--- config.mk ---
export PLATFORM = sky130hd
export DESIGN_NAME = pci_target_responder
export DESIGN_NICKNAME = d
export VERILOG_FILES = /design/src/rtl/pci_pkg.sv /design/src/rtl/pci_target_mem.sv /design/src/rtl/pci_target_responder.sv
export SDC_FILE = /design/constraint.sdc
export NUM_CORES = 1
export LEC_CHECK = 0
export BUFFER_PORTS_ARGS = -buffer_cell sky130_fd_sc_hd__buf_2
export CAP_MARGIN = 25
export CORE_UTILIZATION = 41
export CTS_CLUSTER_SIZE = 12
export DETAILED_ROUTE_END_ITERATION = 10
export GPL_TIMING_DRIVEN = 0
export SETUP_SLACK_MARGIN = 0.02
export SLEW_MARGIN = 20
export SYNTH_ARGS = -nofsm -noshare
export SYNTH_HDL_FRONTEND = slang
export SYNTH_SLANG_ARGS = --single-unit
--- constraint.sdc ---
create_clock -name clk -period 5.1 [get_ports clk]
set_input_delay 1.275 -clock clk [delete_from_list [all_inputs] [get_ports clk]]
set_output_delay 1.275 -clock clk [all_outputs]
set_load 0.1 [all_outputs]
--- src/rtl/pci_pkg.sv ---
`default_nettype none
// ============================================================================
//  Module      : pci_pkg
//  Description : Shared definitions for the PCI target responder: bus command
//                codes, target FSM state encoding and the window-hit helper.
//  Revision    : 1.0 - initial release
// ============================================================================
package pci_pkg;

   // Memory commands the target claims; every other command is ignored
   localparam logic [3:0] CMD_MEM_RD = 4'b0110;
   localparam logic [3:0] CMD_MEM_WR = 4'b0111;

   localparam int BYTES_PER_WORD = 4;

   typedef enum logic [2:0] {
      ST_IDLE   = 3'd0,
      ST_DECODE = 3'd1,
      ST_WAIT   = 3'd2,
      ST_DATA   = 3'd3,
      ST_TURN   = 3'd4,
      ST_BUSY   = 3'd5
   } pci_state_e;

   // True when addr falls inside the naturally aligned window at base;
   // mask keeps only the bits above the window size
   function automatic logic window_hit(input logic [31:0] addr,
                                       input logic [31:0] base,
                                       input logic [31:0] mask);
      return ((addr ^ base) & mask) == 32'd0;
   endfunction

endpackage
`default_nettype wire

--- src/rtl/pci_target_mem.sv ---
`default_nettype none
// ============================================================================
//  Module      : pci_target_mem
//  Description : DEPTH x 32-bit word store with per-byte write enables
//                (active-low), asynchronous clear and a combinational read.
//  Revision    : 1.0 - initial release
// ============================================================================
module pci_target_mem
   import pci_pkg::*;
#(
   parameter int DEPTH = 16
) (
   input  logic                     clk,
   input  logic                     reset_,
   input  logic                     we,
   input  logic [$clog2(DEPTH)-1:0] wr_idx,
   input  logic [31:0]              wr_data,
   input  logic [3:0]               wr_be_n,
   input  logic [$clog2(DEPTH)-1:0] rd_idx,
   output logic [31:0]              rd_data
);

   localparam int IDX_W = $clog2(DEPTH);

   logic [31:0] words [DEPTH];

   for (genvar gw = 0; gw < DEPTH; gw++) begin : g_word
      logic [31:0] word_q;
      logic [31:0] word_d;

      // Merge the enabled bytes of a write into this word when it is addressed
      always_comb begin
         word_d = word_q;
         if (we && (wr_idx == IDX_W'(gw))) begin
            for (int b = 0; b < BYTES_PER_WORD; b++) begin
               if (!wr_be_n[b]) begin
                  word_d[8*b +: 8] = wr_data[8*b +: 8];
               end
            end
         end
      end

      // Word storage, cleared asynchronously by reset
      always_ff @(posedge clk or negedge reset_) begin
         if (!reset_) begin
            word_q <= '0;
         end else begin
            word_q <= word_d;
         end
      end

      assign words[gw] = word_q;
   end

   assign rd_data = words[rd_idx];

endmodule
`default_nettype wire

--- src/rtl/pci_target_responder.sv ---
`default_nettype none
// ============================================================================
//  Module      : pci_target_responder
//  Description : PCI memory target. Decodes address phases against a fixed
//                window, asserts DEVSEL_/TRDY_ after programmable delays and
//                completes zero-wait read/write bursts on a word memory.
//  Revision    : 1.0 - initial release
// ============================================================================
module pci_target_responder
   import pci_pkg::*;
#(
   parameter logic [31:0] BASE_ADDR   = 32'h0000_1000,
   parameter int          DEPTH       = 16,
   parameter int          DEVSEL_DLY  = 1,
   parameter int          WAIT_STATES = 0
) (
   input  logic        clk,
   input  logic        reset_,
   input  logic        FRAME_,
   input  logic        IRDY_,
   input  logic [3:0]  C_BE_,
   input  logic [31:0] AD_in,
   output logic [31:0] AD_out,
   output logic        AD_oe,
   output logic        DEVSEL_,
   output logic        TRDY_
);

   localparam int          IDX_W     = $clog2(DEPTH);
   localparam int          ADDR_LSB  = IDX_W + 2;
   localparam logic [31:0] WIN_MASK  = ~(32'(DEPTH) * 32'd4 - 32'd1);
   // Edge offsets (counted from the address edge) at which each output is
   // first seen asserted; reads need one extra turnaround edge at minimum
   localparam logic [3:0]  DEV_K     = 4'(DEVSEL_DLY);
   localparam logic [3:0]  TRDY_K_WR = 4'(DEVSEL_DLY + WAIT_STATES);
   localparam logic [3:0]  TRDY_K_RD = (DEVSEL_DLY + WAIT_STATES < 2) ? 4'd2 : TRDY_K_WR;

   pci_state_e        state_q,      state_d;
   logic [3:0]        cnt_q,        cnt_d;
   logic [IDX_W-1:0]  idx_q,        idx_d;
   logic              is_rd_q,      is_rd_d;
   logic              frame_prev_q, frame_prev_d;
   logic              devsel_n_q,   devsel_n_d;
   logic              trdy_n_q,     trdy_n_d;
   logic              ad_oe_q,      ad_oe_d;
   logic [31:0]       ad_out_q,     ad_out_d;

   logic              addr_edge;
   logic              cmd_rd;
   logic              cmd_wr;
   logic              hit;
   logic              rd_sel;
   logic [3:0]        next_k;
   logic [3:0]        trdy_k;
   logic              dev_due;
   logic              trdy_due;
   logic              oe_due;
   pci_state_e        launch_state;
   logic              bus_idle;
   logic              xfer;
   logic [IDX_W-1:0]  idx_inc;
   logic [IDX_W-1:0]  rd_idx;
   logic [31:0]       rd_data;

   // Address decode and the timing of the next output values
   always_comb begin
      addr_edge = (state_q == ST_IDLE) && !FRAME_ && frame_prev_q;
      cmd_rd    = (C_BE_ == CMD_MEM_RD);
      cmd_wr    = (C_BE_ == CMD_MEM_WR);
      hit       = window_hit(AD_in, BASE_ADDR, WIN_MASK) && (cmd_rd || cmd_wr);
      // next_k is the offset of the edge that will sample the new outputs
      next_k    = (state_q == ST_IDLE) ? 4'd1 : cnt_q + 4'd1;
      rd_sel    = (state_q == ST_IDLE) ? cmd_rd : is_rd_q;
      trdy_k    = rd_sel ? TRDY_K_RD : TRDY_K_WR;
      dev_due   = (next_k >= DEV_K);
      trdy_due  = (next_k >= trdy_k);
      oe_due    = rd_sel && (next_k >= 4'd2);
      if (trdy_due) begin
         launch_state = ST_DATA;
      end else if (dev_due) begin
         launch_state = ST_WAIT;
      end else begin
         launch_state = ST_DECODE;
      end
      bus_idle  = FRAME_ && IRDY_;
      xfer      = (state_q == ST_DATA) && !IRDY_ && !trdy_n_q;
      idx_inc   = idx_q + 1'b1;
      rd_idx    = xfer ? idx_inc : idx_q;
   end

   // Next-state and next-output computation for the target FSM
   always_comb begin
      state_d      = state_q;
      cnt_d        = cnt_q;
      idx_d        = idx_q;
      is_rd_d      = is_rd_q;
      frame_prev_d = FRAME_;
      devsel_n_d   = devsel_n_q;
      trdy_n_d     = trdy_n_q;
      ad_oe_d      = ad_oe_q;
      ad_out_d     = ad_out_q;
      case (state_q)
         ST_IDLE: begin
            if (addr_edge) begin
               idx_d   = AD_in[ADDR_LSB-1:2];
               is_rd_d = cmd_rd;
               cnt_d   = next_k;
               if (hit) begin
                  devsel_n_d = !dev_due;
                  trdy_n_d   = !trdy_due;
                  ad_oe_d    = oe_due;
                  state_d    = launch_state;
               end else begin
                  state_d = ST_BUSY;
               end
            end
         end
         ST_DECODE, ST_WAIT: begin
            if (bus_idle) begin
               // Master abort: release everything and leave memory alone
               devsel_n_d = 1'b1;
               trdy_n_d   = 1'b1;
               ad_oe_d    = 1'b0;
               state_d    = ST_IDLE;
            end else begin
               cnt_d      = next_k;
               devsel_n_d = !dev_due;
               trdy_n_d   = !trdy_due;
               ad_oe_d    = oe_due;
               state_d    = launch_state;
               if (is_rd_q) begin
                  ad_out_d = rd_data;
               end
            end
         end
         ST_DATA: begin
            if (xfer) begin
               idx_d = idx_inc;
               if (is_rd_q) begin
                  ad_out_d = rd_data;
               end
               if (FRAME_) begin
                  devsel_n_d = 1'b1;
                  trdy_n_d   = 1'b1;
                  ad_oe_d    = 1'b0;
                  state_d    = ST_TURN;
               end
            end
         end
         ST_TURN: begin
            state_d = ST_IDLE;
         end
         ST_BUSY: begin
            if (bus_idle) begin
               state_d = ST_IDLE;
            end
         end
         default: begin
            devsel_n_d = 1'b1;
            trdy_n_d   = 1'b1;
            ad_oe_d    = 1'b0;
            state_d    = ST_IDLE;
         end
      endcase
   end

   // Target FSM state and registered bus outputs
   always_ff @(posedge clk or negedge reset_) begin
      if (!reset_) begin
         state_q      <= ST_IDLE;
         cnt_q        <= '0;
         idx_q        <= '0;
         is_rd_q      <= 1'b0;
         frame_prev_q <= 1'b1;
         devsel_n_q   <= 1'b1;
         trdy_n_q     <= 1'b1;
         ad_oe_q      <= 1'b0;
         ad_out_q     <= '0;
      end else begin
         state_q      <= state_d;
         cnt_q        <= cnt_d;
         idx_q        <= idx_d;
         is_rd_q      <= is_rd_d;
         frame_prev_q <= frame_prev_d;
         devsel_n_q   <= devsel_n_d;
         trdy_n_q     <= trdy_n_d;
         ad_oe_q      <= ad_oe_d;
         ad_out_q     <= ad_out_d;
      end
   end

   pci_target_mem #(
      .DEPTH   (DEPTH)
   ) u_mem (
      .clk     (clk),
      .reset_  (reset_),
      .we      (xfer && !is_rd_q),
      .wr_idx  (idx_q),
      .wr_data (AD_in),
      .wr_be_n (C_BE_),
      .rd_idx  (rd_idx),
      .rd_data (rd_data)
   );

   assign DEVSEL_ = devsel_n_q;
   assign TRDY_   = trdy_n_q;
   assign AD_oe   = ad_oe_q;
   assign AD_out  = ad_out_q;

endmodule
`default_nettype wire

# --- After elaboration in Yosys (flattened, before gate mapping) ---
# Index checks and enable logic that the tools add are counted.
word_totals:
  register_bits: 560
  in_bits: 40
  out_inout_bits: 35
  wordCells: 264
op_classes:
  n_addsub: 2
  n_lt_le_gt_ge: 4
  eq_ne: 28
  mux: 41
  bitwise: 7
  n_reduce_logical: 109
op_table:
  columns: ["cell", "n"]
  rows:
  - ["2-to-1 mux 32 bit", 5]
  - ["AND reduction 2 bit", 66]
  - ["binary-select mux 32 bit (select 4 bit)", 1]
  - ["case mux 32 bit (2 select lines)", 1]
  - ["equality test 4 bit, second input constant", 8]
  - ["logical NOT 32 bit", 1]
  - ["equality test 4 x 3 -> 1 bit, second input constant", 6]
  - ["logical AND 1 bit", 24]
  - ["2-to-1 mux 3 bit", 7]
  - ["2-to-1 mux 4 bit", 5]
  - ["case mux 4 bit (2 select lines)", 2]
  - ["2-to-1 mux 1 bit", 14]
  - ["inequality test 2 bit, second input constant", 6]
  - ["case mux 1 bit (4 select lines)", 3]
  - ["case mux 3 bit (4 select lines)", 1]
  - ["adder 4 x 1 -> 4 bit, second input constant", 2]
  - ["equality test 4 x 2 -> 1 bit, second input constant", 2]
  - ["equality test 3 x 2 -> 1 bit, second input constant", 2]
  - ["equality test 3 bit, second input constant", 2]
  - ["logical NOT 1 bit", 6]
  - ["inverter 1 bit", 6]
  - ["AND reduction 3 bit", 2]
  - ["nonzero test 2 bit", 3]
  - [">= comparator 5 bit, second input constant", 1]
  - ["13 further kinds", 15]

# --- Logic depth before layout (Yosys ltp) ---
# Gate-level depths: netlist of the first run.
logic_depth:
  ltp_word: 11
  ltp_mapped: 13

# --- Hierarchy ---
# From an unflattened synthesis of the first run, not the netlist that was laid out.
hier_totals:
  hier_cells: 1632
  area_unflattened_um2: 25597.0
modules_own_cells:
  columns: ["mod", "instances", "cells_each", "area_each_um2", "seq_area_each_um2"]
  rows:
  - ["pci_target_mem", 1, 1439, 23174.7, 12812.3]
  - ["pci_target_responder", 1, 193, 2422.3, 1204.9]

# --- Worst setup path before layout of the first run ---
# Ideal clock, no wire load.
synth_path:
  kind: "register -> register"
  start: "register idx_q[0]"
  end: "register ad_out_q[19], in the netlist AD_out[19]"
  setup_time_ps: 129
  t_arrival_ps: 3417
  t_required_ps: 4971
  path_slack_ps: 1555
  stages_incl_launch_ff: 13
  path_buffers: 6
  synth_period_minus_slack_ps: 3545
  path_cell_list: "dfrtp_1 buf_2 buf_2 buf_2 buf_1 inv_1 ha_1 clkbuf_1 clkbuf_1 mux4_2 a21oi_1 a221oi_2 a2111o_1"
synth_between:
  elab_chain_cells: 9
synth_rtl:
  columns: ["element", "line", "text"]
  rows:
  - ["start, declared", "pci_target_responder.sv:40", "logic [IDX_W-1:0] idx_q, idx_d;"]
  - ["start signal, assigned", "pci_target_responder.sv:182", "idx_q <= idx_d;"]
  - ["adder 4 x 1 -> 4 bit", "pci_target_responder.sv:87", "idx_inc = idx_q + 1'b1;"]
  - ["2-to-1 mux 4 bit (*)", null, null]
  - ["inverter 4 -> 5 bit (not written as such) (*)", "pci_target_mem.sv:55", "assign rd_data = words[rd_idx];"]
  - ["binary-select mux 32 bit (select 4 bit) (*)", "pci_target_mem.sv:55", null]
  - ["2-to-1 mux 32 bit (not written as such) (*) (2 in series)", "pci_target_mem.sv:55", null]
  - ["2-to-1 mux 32 bit (*)", "pci_target_responder.sv:131, pci_target_responder.sv:139", null]
  - ["2-to-1 mux 32 bit, on equally long branches", "pci_target_responder.sv:137, pci_target_responder.sv:119", null]
  - ["case mux 32 bit (2 select lines) (*)", "pci_target_responder.sv:102", "case (state_q)"]
  - ["end signal, assigned", "pci_target_responder.sv:188", "ad_out_q <= ad_out_d;"]
  - ["end, declared", "pci_target_responder.sv:46", "logic [31:0] ad_out_q, ad_out_d;"]
# Every way passes the cells marked *; elsewhere a longest branch is shown, timed or not. The select of a mux whose other input is x is not followed.
# A chain may end at the register's enable or synchronous reset.

# --- Worst setup path in the final report of the first run ---
layout_path:
  start: "register idx_q[0]"
  end: "register ad_out_q[26], in the netlist AD_out[26]"
# The elaborated chain is that of the path after synthesis.

==> flow_summary.rst, run 1 <==
.. list-table::
   :header-rows: 1

   * - Metric
     - Value
   * - Worst setup path category
     - reg -> reg
   * - Hold-critical path depth
     - 1
   * - Max Cap Viol
     - 0
   * - Overall via count from detail_route
     - 20500
   * - Top cells by instance count after synthesis
     - 557 x dfrtp_1, 545 x mux2_2, 196 x mux4_2
   * - FF+latch count, synth
     - 560
   * - Register share of total power
     - 32.2%
   * - Crit path launch type
     - register
   * - Static leakage power
     - 0.0157 uW
   * - Shortest period the worst path allows
     - 4.94 ns
   * - Most frequently used cell type in the post-synthesis netlist
     - dfrtp_1
   * - Die outline height
     - 270 um
   * - Clock tree from TritonCTS
     - built
   * - Logic gate share of total power
     - 35.4%
   * - Portion of the clock cycle consumed by the worst path in the final layout
     - 96.9%
   * - Placed cells
     - approximately 3200
   * - Setup repair after global routing missed its margin
     - no
   * - Routed wire per std cell
     - ~29 um
   * - Drt initial violations
     - roughly 2000
   * - Hold_ws
     - 0.495 ns
   * - DR vias/cell
     - about 6.2
   * - Predominant post-synthesis flop cell
     - dfrtp_1
   * - Synth Area per Inst
     - 13.7 um2
   * - EDFF count, synth
     - 0
   * - Arr. time, crit path
     - 5.45 ns
   * - Buffer depth of the longest clock path
     - 3
   * - Core region area
     - around 70000 um2
   * - Setup fix buffers added after clock tree synthesis
     - 0
   * - Total Nets Final
     - 2355
   * - Initial antenna violation count
     - 5
   * - Final setup skew
     - 0.0245 ns
   * - WP data required
     - around 5.6 ns
   * - Sum of routed wire length over all layers
     - 94500 um
   * - Transition time of the tightest slew-check pin
     - between 1 and 1.5 ns
   * - Proportion of layout cells with a drive suffix above 1
     - about 45%
   * - Fraction of synthesis flops using an asynchronous set or reset pin
     - 100%
   * - Detailed-routing iteration count for the pre-antenna-repair pass
     - 9
   * - Placement row count
     - 98
   * - Crit path cell chain
     - buf_2, buf_2, buf_2, inv_1, ha_1, clkbuf_1, clkbuf_2, mux4_2, mux2i_1, nor3_1, a2111o_1
   * - Setup-violating endpoint count in the final report
     - 0
   * - Largest net degree at the start of global routing
     - 104
   * - Switching Fraction
     - 38.3%
   * - Post-synth top area cell
     - dfrtp_1
   * - Tightest slew margin relative to the limit
     - between 20% and 30%
   * - Slowest library cell on the worst path
     - clkbuf_1
   * - Routability-driven placement congestion ratio
     - 0.901
   * - Internal power of the cells
     - 9290 uW
   * - Switching pwr
     - 5760 uW
   * - Worst-path clk slew
     - ~0.07 ns
   * - DRC violation count after routing
     - 2
   * - IO Port Bufs
     - 71
   * - Synthesized cell area
     - slightly below 30000 um2
   * - Total overflow reported by the global router
     - 0
   * - Total GRT Usage
     - 26.0%
   * - HPWL after DPL
     - 63500 um
   * - Synth top area cells
     - dfrtp_1 47%, mux2_2 21%, mux4_2 15%
   * - Number of standard cells after synthesis
     - 2154
   * - Synthesis-to-layout area growth
     - 13.8%
   * - Post-route cell area
     - roughly 34000 um2
   * - DRT antenna net count
     - 0
   * - Cell type with the highest occurrence count on the critical path
     - buf_2
   * - Latest clock arrival within the worst-skew pair
     - 0.62 ns
   * - FF-to-FF path depth
     - 11
   * - Hold/Removal Path Class
     - reg -> reg
   * - Full die area
     - 73100 um2
   * - Number of global-route vias before repair
     - 21400
   * - Critical Path Max Stage Delay
     - 0.76 ns
   * - Sinks on the clock net
     - 560
   * - Maximum ir drop on the vdd rail
     - 0.000268 V
   * - Clk network pwr share
     - between 30% and 40%
   * - Number of library cell types mapped by synthesis
     - 53
   * - Worst-path fanout max
     - 19
   * - H-tree lvl count
     - 3
   * - Share of synthesized area occupied by flip-flops and latches
     - a little under half
   * - Die outline width
     - 270 um
   * - Placed instance area
     - 31300 um2
   * - First-pass GRT wire length
     - 141000 um
   * - Setup slack of the worst register-to-register path
     - 0.16 ns
   * - Ports
     - 75
   * - Max Freq
     - between 0.2 and 0.25 GHz
   * - Start point of the worst min-delay path
     - AD_out[7]
   * - CTS root buffer
     - clkbuf_16
   * - Post-synth net total
     - 2199
   * - Non-filler cells in the finished layout
     - 3309
   * - Synth Warn #
     - 0
   * - Reg-to-Reg Start
     - idx_q[0]
   * - Number of buffers added by the clock tree synthesis step
     - 68
   * - Worst reg2reg endpoint
     - AD_out[26]
   * - Total count of hold-check failures in the final report
     - 0
   * - Power per standard cell area
     - 448 nW/um2
   * - Nature of the critical path endpoint
     - register
   * - Initial standard-cell utilization of the core
     - 41.4%
   * - End point of the worst hold path
     - AD_out[7]
   * - # diodes
     - 0
   * - Status
     - finished, violations left
   * - Area share of the largest cell type after synthesis
     - a little under half
   * - Final slew viol count
     - 0
   * - Violated checks
     - design-rule violations
[flip-flops by register name, indices dropped and copies added (netlist names)]
signal / count
AD_oe: 1
u_mem.g_word.word_q: 512
cnt_q: 4
TRDY_: 1
DEVSEL_: 1
frame_prev_q: 1
state_q: 3
AD_out: 32
is_rd_q: 1
idx_q: 4
[final cells by class]
| class | count | area (um2) |
|---|---|---|
| plain buffers | 181 | 778 |
| clock buffers | 105 | 2060 |
| clock inverters | 14 | 184 |
| fillers | 6346 | 37800 |
| inverters | 5 | 18.8 |
| multi-input cells | 1407 | 14700 |
| flip-flops and latches | 560 | 14000 |
| well taps | 950 | 1190 |
| repair buffers | 87 | 631 |
[power groups by stage]
| stage | combinational (uW) | sequential (uW) | clock, uW |
|---|---|---|---|
| finish | 5320 | 4850 | 4880 |
| global route | 5570 | 4880 | 5140 |
| CTS | 5230 | 4850 | 4950 |
| detailed placement | 5210 | 4920 | 0 |
| global placement | 5110 | 4910 | 0 |
| floorplan | 2960 | 5300 | 0 |
[worst max path at each step]
| stage | startpoint | to | slack [ns] | cells after the start |
|---|---|---|---|---|
| final | idx_q[0] | AD_out[26] | 0.16 | 11 |
| after global routing | idx_q[0] | AD_out[6] | 0.06 | 11 |
| after CTS | idx_q[0] | AD_out[25] | 0.05 | 11 |
| after detailed placement | idx_q[0] | AD_out[25] | -0.53 | 12 |
| after global placement | reset_ | u_mem.g_word[10].word_q[27] | -8.68 | 1 |
| after floorplan | idx_q[0] | AD_out[19] | 1.55 | 12 |
[critical path, delay by kind of cell, from the launching register on]
family,cells,cell delay [ns]
fa+ha+maj,1,0.46
flops,1,0.40
simple gates,1,0.06
mux,2,0.54
buf+inv,6,2.96
compound gates,1,0.36
[metrics by stage]
step / setup WS [ns] / utilization, % / setup TNS (ns) / total power (uW)
floorplan: 1.55 / - / 0 / 8270
global placement: -8.68 / 43.6 / -4824.29 / 10000
detailed placement: -0.533 / 43.9 / -12.20 / 10100
CTS: 0.0457 / 47.0 / 0 / 15000
global route: 0.0586 / 47.1 / 0 / 15600
finish: 0.158 / 47.1 / 0 / 15100
[kinds of logic after synthesis]
family	Yosys count	share of synthesized area (%)
simple gates	340	5.46
mux	804	37.8
xor+xnor	3	0.0889
buf+inv	187	2.68
fa+ha+maj	5	0.212
flops	560	47.4
compound gates	255	6.27
[cell usage in the layout (no fill, tap or decap), types with 7 or more instances in the layout]
cell type,instances
a2111o_1,30
a21oi_1,96
a221oi_1,21
a221oi_2,10
a31oi_1,7
buf_1,10
buf_2,117
buf_6,9
clkbuf_1,133
clkbuf_16,72
clkbuf_8,13
dfrtp_1,557
mux2_2,545
mux2i_1,63
mux4_2,196
nand2_1,151
nand3_1,9
nor2_1,43
nor2_2,37
nor3_1,38
nor4_1,7
o21ai_0,11
o221ai_1,30
o22ai_1,34
or2_2,24
[routing by layer]
metal | track usage [%] | part of all wire (%) | up-vias
li1 | - | - | 8558
met1 | 34.0 | 41 | 10800
met2 | 40.9 | 47 | 880
met3 | 6.26 | 7.8 | 246
met4 | 11.9 | 4.2 | 10
met5 | 0 | 0.054 | -
[repair_timing]
action                     4_1_cts  5_1_grt
hold buffers                     0        0
resized for setup                0        9
setup endpoints to repair       32       22
Note: power is estimated with default switching activity, not from simulation.
==> inputs of run 2 (changes only) <==
- clock period: 5.1 -> 5.4 ns (I/O delays scaled with it)
==> run 2 against run 1 <==
Against the previous run: count of clock-buffer cells in the layout is the same; clock power shrank 5.7%; the flow still finishes with violations (design-rule violations); via count rose by 0.69%; hold slack barely moved; non-clock buffer count stayed put; critical endpoint unchanged; fmax is 5.6% lower; critical path depth did not move; cell count unchanged; clock skew grew 0.00062 ns; sequential power shrank 5.6%; setup slack gained 0.0060 ns.
==> flow_summary.rst, run 2 (synthesis gave the netlist of run 1 again) <==
.. list-table::
   :header-rows: 1

   * - Metric
     - Value
   * - Status
     - finished, violations left
   * - Violated checks
     - design-rule violations
   * - Clock tree from TritonCTS
     - built
   * - Proportion of layout cells with a drive suffix above 1
     - 44.8%
   * - Number of global-route vias before repair
     - 21400
   * - Core region area
     - 71400 um2
   * - First-pass GRT wire length
     - 141000 um
   * - Routability-driven placement congestion ratio
     - 0.901
   * - HPWL after DPL
     - 63500 um
   * - Transition time of the tightest slew-check pin
     - 1.14 ns
   * - Max Freq
     - 0.191 GHz
   * - Tightest slew margin relative to the limit
     - 24.0%
   * - Register with the most flip-flops
     - u_mem.g_word.word_q
   * - Full die area
     - 73100 um2
   * - Crit path cell chain
     - buf_2, buf_2, buf_2, inv_1, ha_1, clkbuf_1, clkbuf_1, mux4_2, mux2i_1, nor3_1, a2111o_1
   * - Sum of routed wire length over all layers
     - between 90000 and 100000 um
   * - Shortest period the worst path allows
     - 5.24 ns
   * - Utilization of the core after routing
     - 47.1%
   * - Total GRT Usage
     - 26.0%
   * - CTS root buffer
     - clkbuf_16
   * - DR vias/cell
     - approximately 6.2
   * - End point of the worst hold path
     - AD_out[7]
   * - Die outline height
     - 270 um
   * - Largest net degree at the start of global routing
     - 104
   * - Final slew viol count
     - 0
   * - Power per standard cell area
     - 423 nW/um2
   * - Overall via count from detail_route
     - 20700
   * - Detailed-routing iteration count for the pre-antenna-repair pass
     - 11
   * - Sinks on the clock net
     - 560
   * - H-tree lvl count
     - 3
   * - Setup-violating endpoint count in the final report
     - 0
   * - Number of buffers added by the clock tree synthesis step
     - 68
   * - DRC violation count after routing
     - 2
   * - Initial standard-cell utilization of the core
     - between 40% and 50%
   * - Hold/Removal Path Class
     - reg -> reg
   * - Worst-path fanout max
     - 19
   * - Initial antenna violation count
     - 5
   * - Hold-critical path depth
     - 1
   * - Nature of the critical path endpoint
     - register
   * - Worst setup timing slack at the placement stage
     - -0.233 ns
   * - # diodes
     - 0
   * - IO Port Bufs
     - 71
   * - Maximum ir drop on the vdd rail
     - 0.000253 V
   * - Max reg flops
     - 512
   * - Total count of hold-check failures in the final report
     - 0
   * - Crit path launch type
     - register
   * - Start point of the worst min-delay path
     - AD_out[7]
   * - Cell type with the highest occurrence count on the critical path
     - buf_2
   * - Total Nets Final
     - 2355
   * - Setup slack of the worst register-to-register path
     - 0.16 ns
   * - FF-to-FF path depth
     - 11
   * - Placed cells
     - approximately 3200
   * - Ports
     - between 70 and 80
   * - Reg-to-Reg Start
     - idx_q[0]
   * - Setup repair after global routing missed its margin
     - no
   * - Total overflow reported by the global router
     - 0
   * - Fill cell count
     - 6344
   * - WP data required
     - 5.90 ns
   * - Final setup skew
     - 0.0251 ns
   * - Synthesis-to-layout area growth
     - 13.8%
   * - Non-filler cells in the finished layout
     - around 3300
   * - Drt initial violations
     - 2004
   * - Hold-fix buffers at CTS
     - 0
   * - DRT antenna net count
     - 0
   * - Slowest library cell on the worst path
     - clkbuf_1
   * - Static leakage power
     - 0.0157 uW
   * - Final worst slack
     - 0.164 ns
   * - Most common cell after layout, fill and taps aside
     - dfrtp_1
   * - Overall power after layout
     - about 14000 uW
   * - Max Cap Viol
     - 0
   * - Placement row count
     - 98
   * - Die outline width
     - 270 um
   * - Arr. time, crit path
     - 5.74 ns
   * - Leading cell types in the layout, fill and taps excluded
     - 557 x dfrtp_1, 545 x mux2_2, 196 x mux4_2
   * - Worst-path clk slew
     - 0.06 ns
   * - Latest clock arrival within the worst-skew pair
     - 0.62 ns
   * - Routed wire per std cell
     - 28.6 um
   * - Worst setup path category
     - reg -> reg
   * - Buffer depth of the longest clock path
     - 3
   * - Portion of the clock cycle consumed by the worst path in the final layout
     - 97.0%
   * - Worst reg2reg endpoint
     - AD_out[26]
   * - Critical Path Max Stage Delay
     - 0.84 ns
-- run 2: worst max path at each step --
stage             start                     endpoint  slack, ns  cells after the start
2_1_floorplan  idx_q[0]                   AD_out[19]       1.85                     12
3_3_place_gp     reset_  u_mem.g_word[10].word_q[27]      -8.45                      1
3_5_place_dp   idx_q[0]                   AD_out[25]      -0.23                     12
4_1_cts        idx_q[0]                   AD_out[25]       0.35                     11
5_1_grt        idx_q[0]                   AD_out[28]       0.12                     11
6_report       idx_q[0]                   AD_out[26]       0.16                     11
-- run 2: routing by layer --
| layer | GRT usage [%] | part of all wire [%] | vias up |
|---|---|---|---|
| li1 | - | - | 8571 |
| met1 | 34.0 | 41 | 10900 |
| met2 | 40.9 | 47 | 922 |
| met3 | 6.26 | 7.9 | 249 |
| met4 | 11.9 | 4.2 | 10 |
| met5 | 0 | 0.057 | - |
-- run 2: area by class of cell --
type	count	area (um2)	share of cell area [%]
Clock inverter	14	184	0.547
Multi-Input combinational cell	1407	14700	43.9
Buffer	181	774	2.30
Sequential cell	560	14000	41.7
Tap cell	950	1190	3.54
Timing Repair Buffer	87	631	1.88
Clock buffer	105	2060	6.12
Inverter	5	18.8	0.0558
-- run 2: report_power, final --
part	total (uW)	switching, uW	internal (uW)
Combinational	5030	3430	1600
Clock	4600	1830	2770
Sequential	4580	174	4410
Total	14200	5430	8770
-- run 2: critical path, delay by kind of cell (launching register included) --
kind,cells,cell delay (ns)
AND/OR/NAND/NOR,1,0.06
AO/OA/AOI/OAI,1,0.36
adder cells (fa/ha/maj),1,0.46
multiplexers,2,0.58
buffers and inverters,6,3.23
flip-flops,1,0.39
-- run 2: per-stage QoR --
step,TNS (ns),instance area (um2),hold WS [ns]
after floorplan,0,29500,0.481
after global placement,-4688.70,31100,0.480
after detailed placement,-2.61,31300,0.487
after CTS,0,33500,0.498
after global routing,0,33600,0.517
final,0,33600,0.495
-- run 2: timing repair --
item / in CTS / in global routing
endpoints found under the setup margin: 32 / 0
buffers inserted: 0 / 0
gates resized for setup: 0 / 0
==> inputs of run 3 (changes only) <==
- CORE_UTILIZATION: 41 -> 60
- PLACE_DENSITY: not set -> 0.77
==> run 3 against run 2 <==
Against the previous run: critical path depth did not move; core utilization rose by 21 points; register-to-register slack improved by 0.34 ns; critical endpoint is now AD_out[15]; the run now ends clean; global-route usage rose by 11 points; first-iteration DRC count rose by 18%; clock skew rose by 0.0035 ns; final area fell by 2.4%.
==> flow_summary.rst, run 3 (synthesis gave the netlist of run 1 again) <==
.. list-table::
   :header-rows: 1

   * - Metric
     - Value
   * - Leading cell types in the layout, fill and taps excluded
     - 557 x dfrtp_1, 545 x mux2_2, 196 x mux4_2
   * - Setup fix buffers added after clock tree synthesis
     - 0
   * - DRT antenna net count
     - 0
   * - Critical path capture point
     - AD_out[15]
   * - Transition time of the tightest slew-check pin
     - 1.13 ns
   * - Ports
     - between 70 and 80
   * - Fill cell count
     - around 3400
   * - Die outline width
     - approximately 220 um
   * - FF-to-FF path depth
     - 11
   * - DRC violation count after routing
     - 0
   * - Initial standard-cell utilization of the core
     - about 60%
   * - Arr. time, crit path
     - 5.39 ns
   * - Largest net degree at the start of global routing
     - 104
   * - Nature of the critical path endpoint
     - register
   * - Proportion of layout cells with a drive suffix above 1
     - between 40% and 50%
   * - Most common cell after layout, fill and taps aside
     - dfrtp_1
   * - Drt initial violations
     - 2358
   * - Sum of routed wire length over all layers
     - 89100 um
   * - Max Cap Viol
     - 0
   * - Worst-path fanout max
     - 19
   * - Reg-to-Reg Start
     - idx_q[0]
   * - Number of global-route vias before repair
     - 21800
   * - Worst reg2reg endpoint
     - AD_out[15]
   * - Routed wire per std cell
     - 29.7 um
   * - Latest clock arrival within the worst-skew pair
     - 0.64 ns
   * - Setup-violating endpoint count in the final report
     - 0
   * - Total overflow reported by the global router
     - 0
   * - Worst setup timing slack at the placement stage
     - -0.00420 ns
   * - Status
     - complete, no violations
   * - Core region area
     - 48100 um2
   * - Static leakage power
     - 0.0155 uW
   * - Power per standard cell area
     - 410 nW/um2
   * - Placed instance area
     - 30900 um2
   * - H-tree lvl count
     - 2
   * - Hold_ws
     - roughly 0.5 ns
   * - Routability-driven placement congestion ratio
     - around 0.98
   * - Shortest period the worst path allows
     - a little under 5 ns
   * - Placement row count
     - 80
   * - Setup slack of the worst register-to-register path
     - 0.50 ns
   * - DR vias/cell
     - 7.02
   * - Register with the most flip-flops
     - u_mem.g_word.word_q
   * - Full die area
     - 50100 um2
   * - Total GRT Usage
     - 36.6%
   * - CTS root buffer
     - clkbuf_16
   * - Synthesis-to-layout area growth
     - 11.0%
   * - Clock tree from TritonCTS
     - built
   * - Sinks on the clock net
     - 560
   * - Final setup skew
     - 0.0286 ns
   * - Total count of hold-check failures in the final report
     - 0
   * - Total Nets Final
     - 2343
   * - Die outline height
     - around 220 um
   * - Critical path launch point
     - idx_q[0]
   * - Post-route cell area
     - 32800 um2
   * - Maximum ir drop on the vdd rail
     - 0.000291 V
   * - Setup TNS
     - 0 ns
   * - First-pass GRT wire length
     - 135000 um
   * - Initial antenna violation count
     - 4
   * - Worst-path clk slew
     - around 0.060 ns
   * - Setup repair after global routing missed its margin
     - no
   * - WP data required
     - 5.90 ns
   * - Hold-fix buffers at CTS
     - 0
   * - Detailed-routing iteration count for the pre-antenna-repair pass
     - 6
   * - HPWL after DPL
     - 59700 um
   * - Overall via count from detail_route
     - about 21000
   * - Buffer depth of the longest clock path
     - 3
   * - Worst setup path category
     - reg -> reg
   * - Number of buffers added by the clock tree synthesis step
     - 58
   * - Max reg flops
     - 512
   * - IO Port Bufs
     - 71
   * - Final slew viol count
     - 0
   * - Tightest slew margin relative to the limit
     - approximately a quarter
   * - Portion of the clock cycle consumed by the worst path in the final layout
     - 90.7%
   * - Max Freq
     - between 0.2 and 0.25 GHz
   * - Final worst slack
     - 0.503 ns
   * - Hold/Removal Path Class
     - reg -> reg
   * - Crit path launch type
     - register
-- run 3: changes by cell type in the layout (fill, tap and decap cells not counted), sizes merged --
cell / previous run / this run
clkbuf: 223 / 207
buf: 150 / 148
bufinv: 3 / 1
clkinv: 6 / 8
diode: 0 / 2
inv: 8 / 7
-- run 3: worst min path at each step --
stage                     cells past startpoint                  startpoint                          to  slack [ns]
after floorplan                               1  u_mem.g_word[5].word_q[29]  u_mem.g_word[5].word_q[29]        0.48
after global placement                        1                   AD_out[8]                   AD_out[8]        0.48
after detailed placement                      1                   AD_out[5]                   AD_out[5]        0.48
after CTS                                     1                   AD_out[8]                   AD_out[8]        0.50
after global routing                          1                   AD_out[8]                   AD_out[8]        0.50
final                                         1                   AD_out[8]                   AD_out[8]        0.50
-- run 3: through the flow --
stage | util (%) | total power [uW] | instances
floorplan | - | 7810 | 2154
global placement | 63.8 | 9300 | 2881
detailed placement | 64.3 | 9470 | 2892
CTS | 68.0 | 13400 | 2994
global route | 68.1 | 13800 | 2996
finish | 68.1 | 13400 | 2998
-- run 3: cell type report --
| cell class | count | area (um2) | share of cell area [%] |
|---|---|---|---|
| Buffer | 181 | 773 | 2.36 |
| Tap cell | 656 | 821 | 2.50 |
| Timing Repair Buffer | 85 | 604 | 1.84 |
| Clock buffer | 89 | 1700 | 5.18 |
| Inverter | 5 | 18.8 | 0.0572 |
| Clock inverter | 13 | 114 | 0.347 |
| Antenna cell | 2 | 5.00 | 0.0153 |
| Sequential cell | 560 | 14000 | 42.8 |
| Multi-Input combinational cell | 1407 | 14700 | 44.9 |
-- run 3: worst max-delay path, stage by stage, from the launching register on --
cell and delay, ns:
dfrtp_1 0.38, buf_2 0.26, buf_2 0.43, buf_2 0.68
inv_1 0.22, ha_1 0.44, clkbuf_1 0.43, clkbuf_1 0.89
mux4_2 0.41, mux2i_1 0.16, nor3_1 0.08, a2111o_1 0.38
-- run 3: report_power, final --
group	switching (uW)	internal (uW)
clock network	1710	2200
registers	171	4410
logic	3360	1580
-- run 3: timing repair --
item	4_1_cts	5_1_grt
setup endpoints to repair	6	31
hold endpoints to repair	0	0
gates resized for setup	2	0
-- run 3: routing by layer --
metal / part of all wire [%] / vias up / track usage [%]
li1: - / 8541 / -
met1: 39 / 11000 / 49.5
met2: 45 / 1177 / 54.7
met3: 10 / 303 / 9.85
met4: 5.4 / 4 / 19.0
met5: 0.025 / - / 0
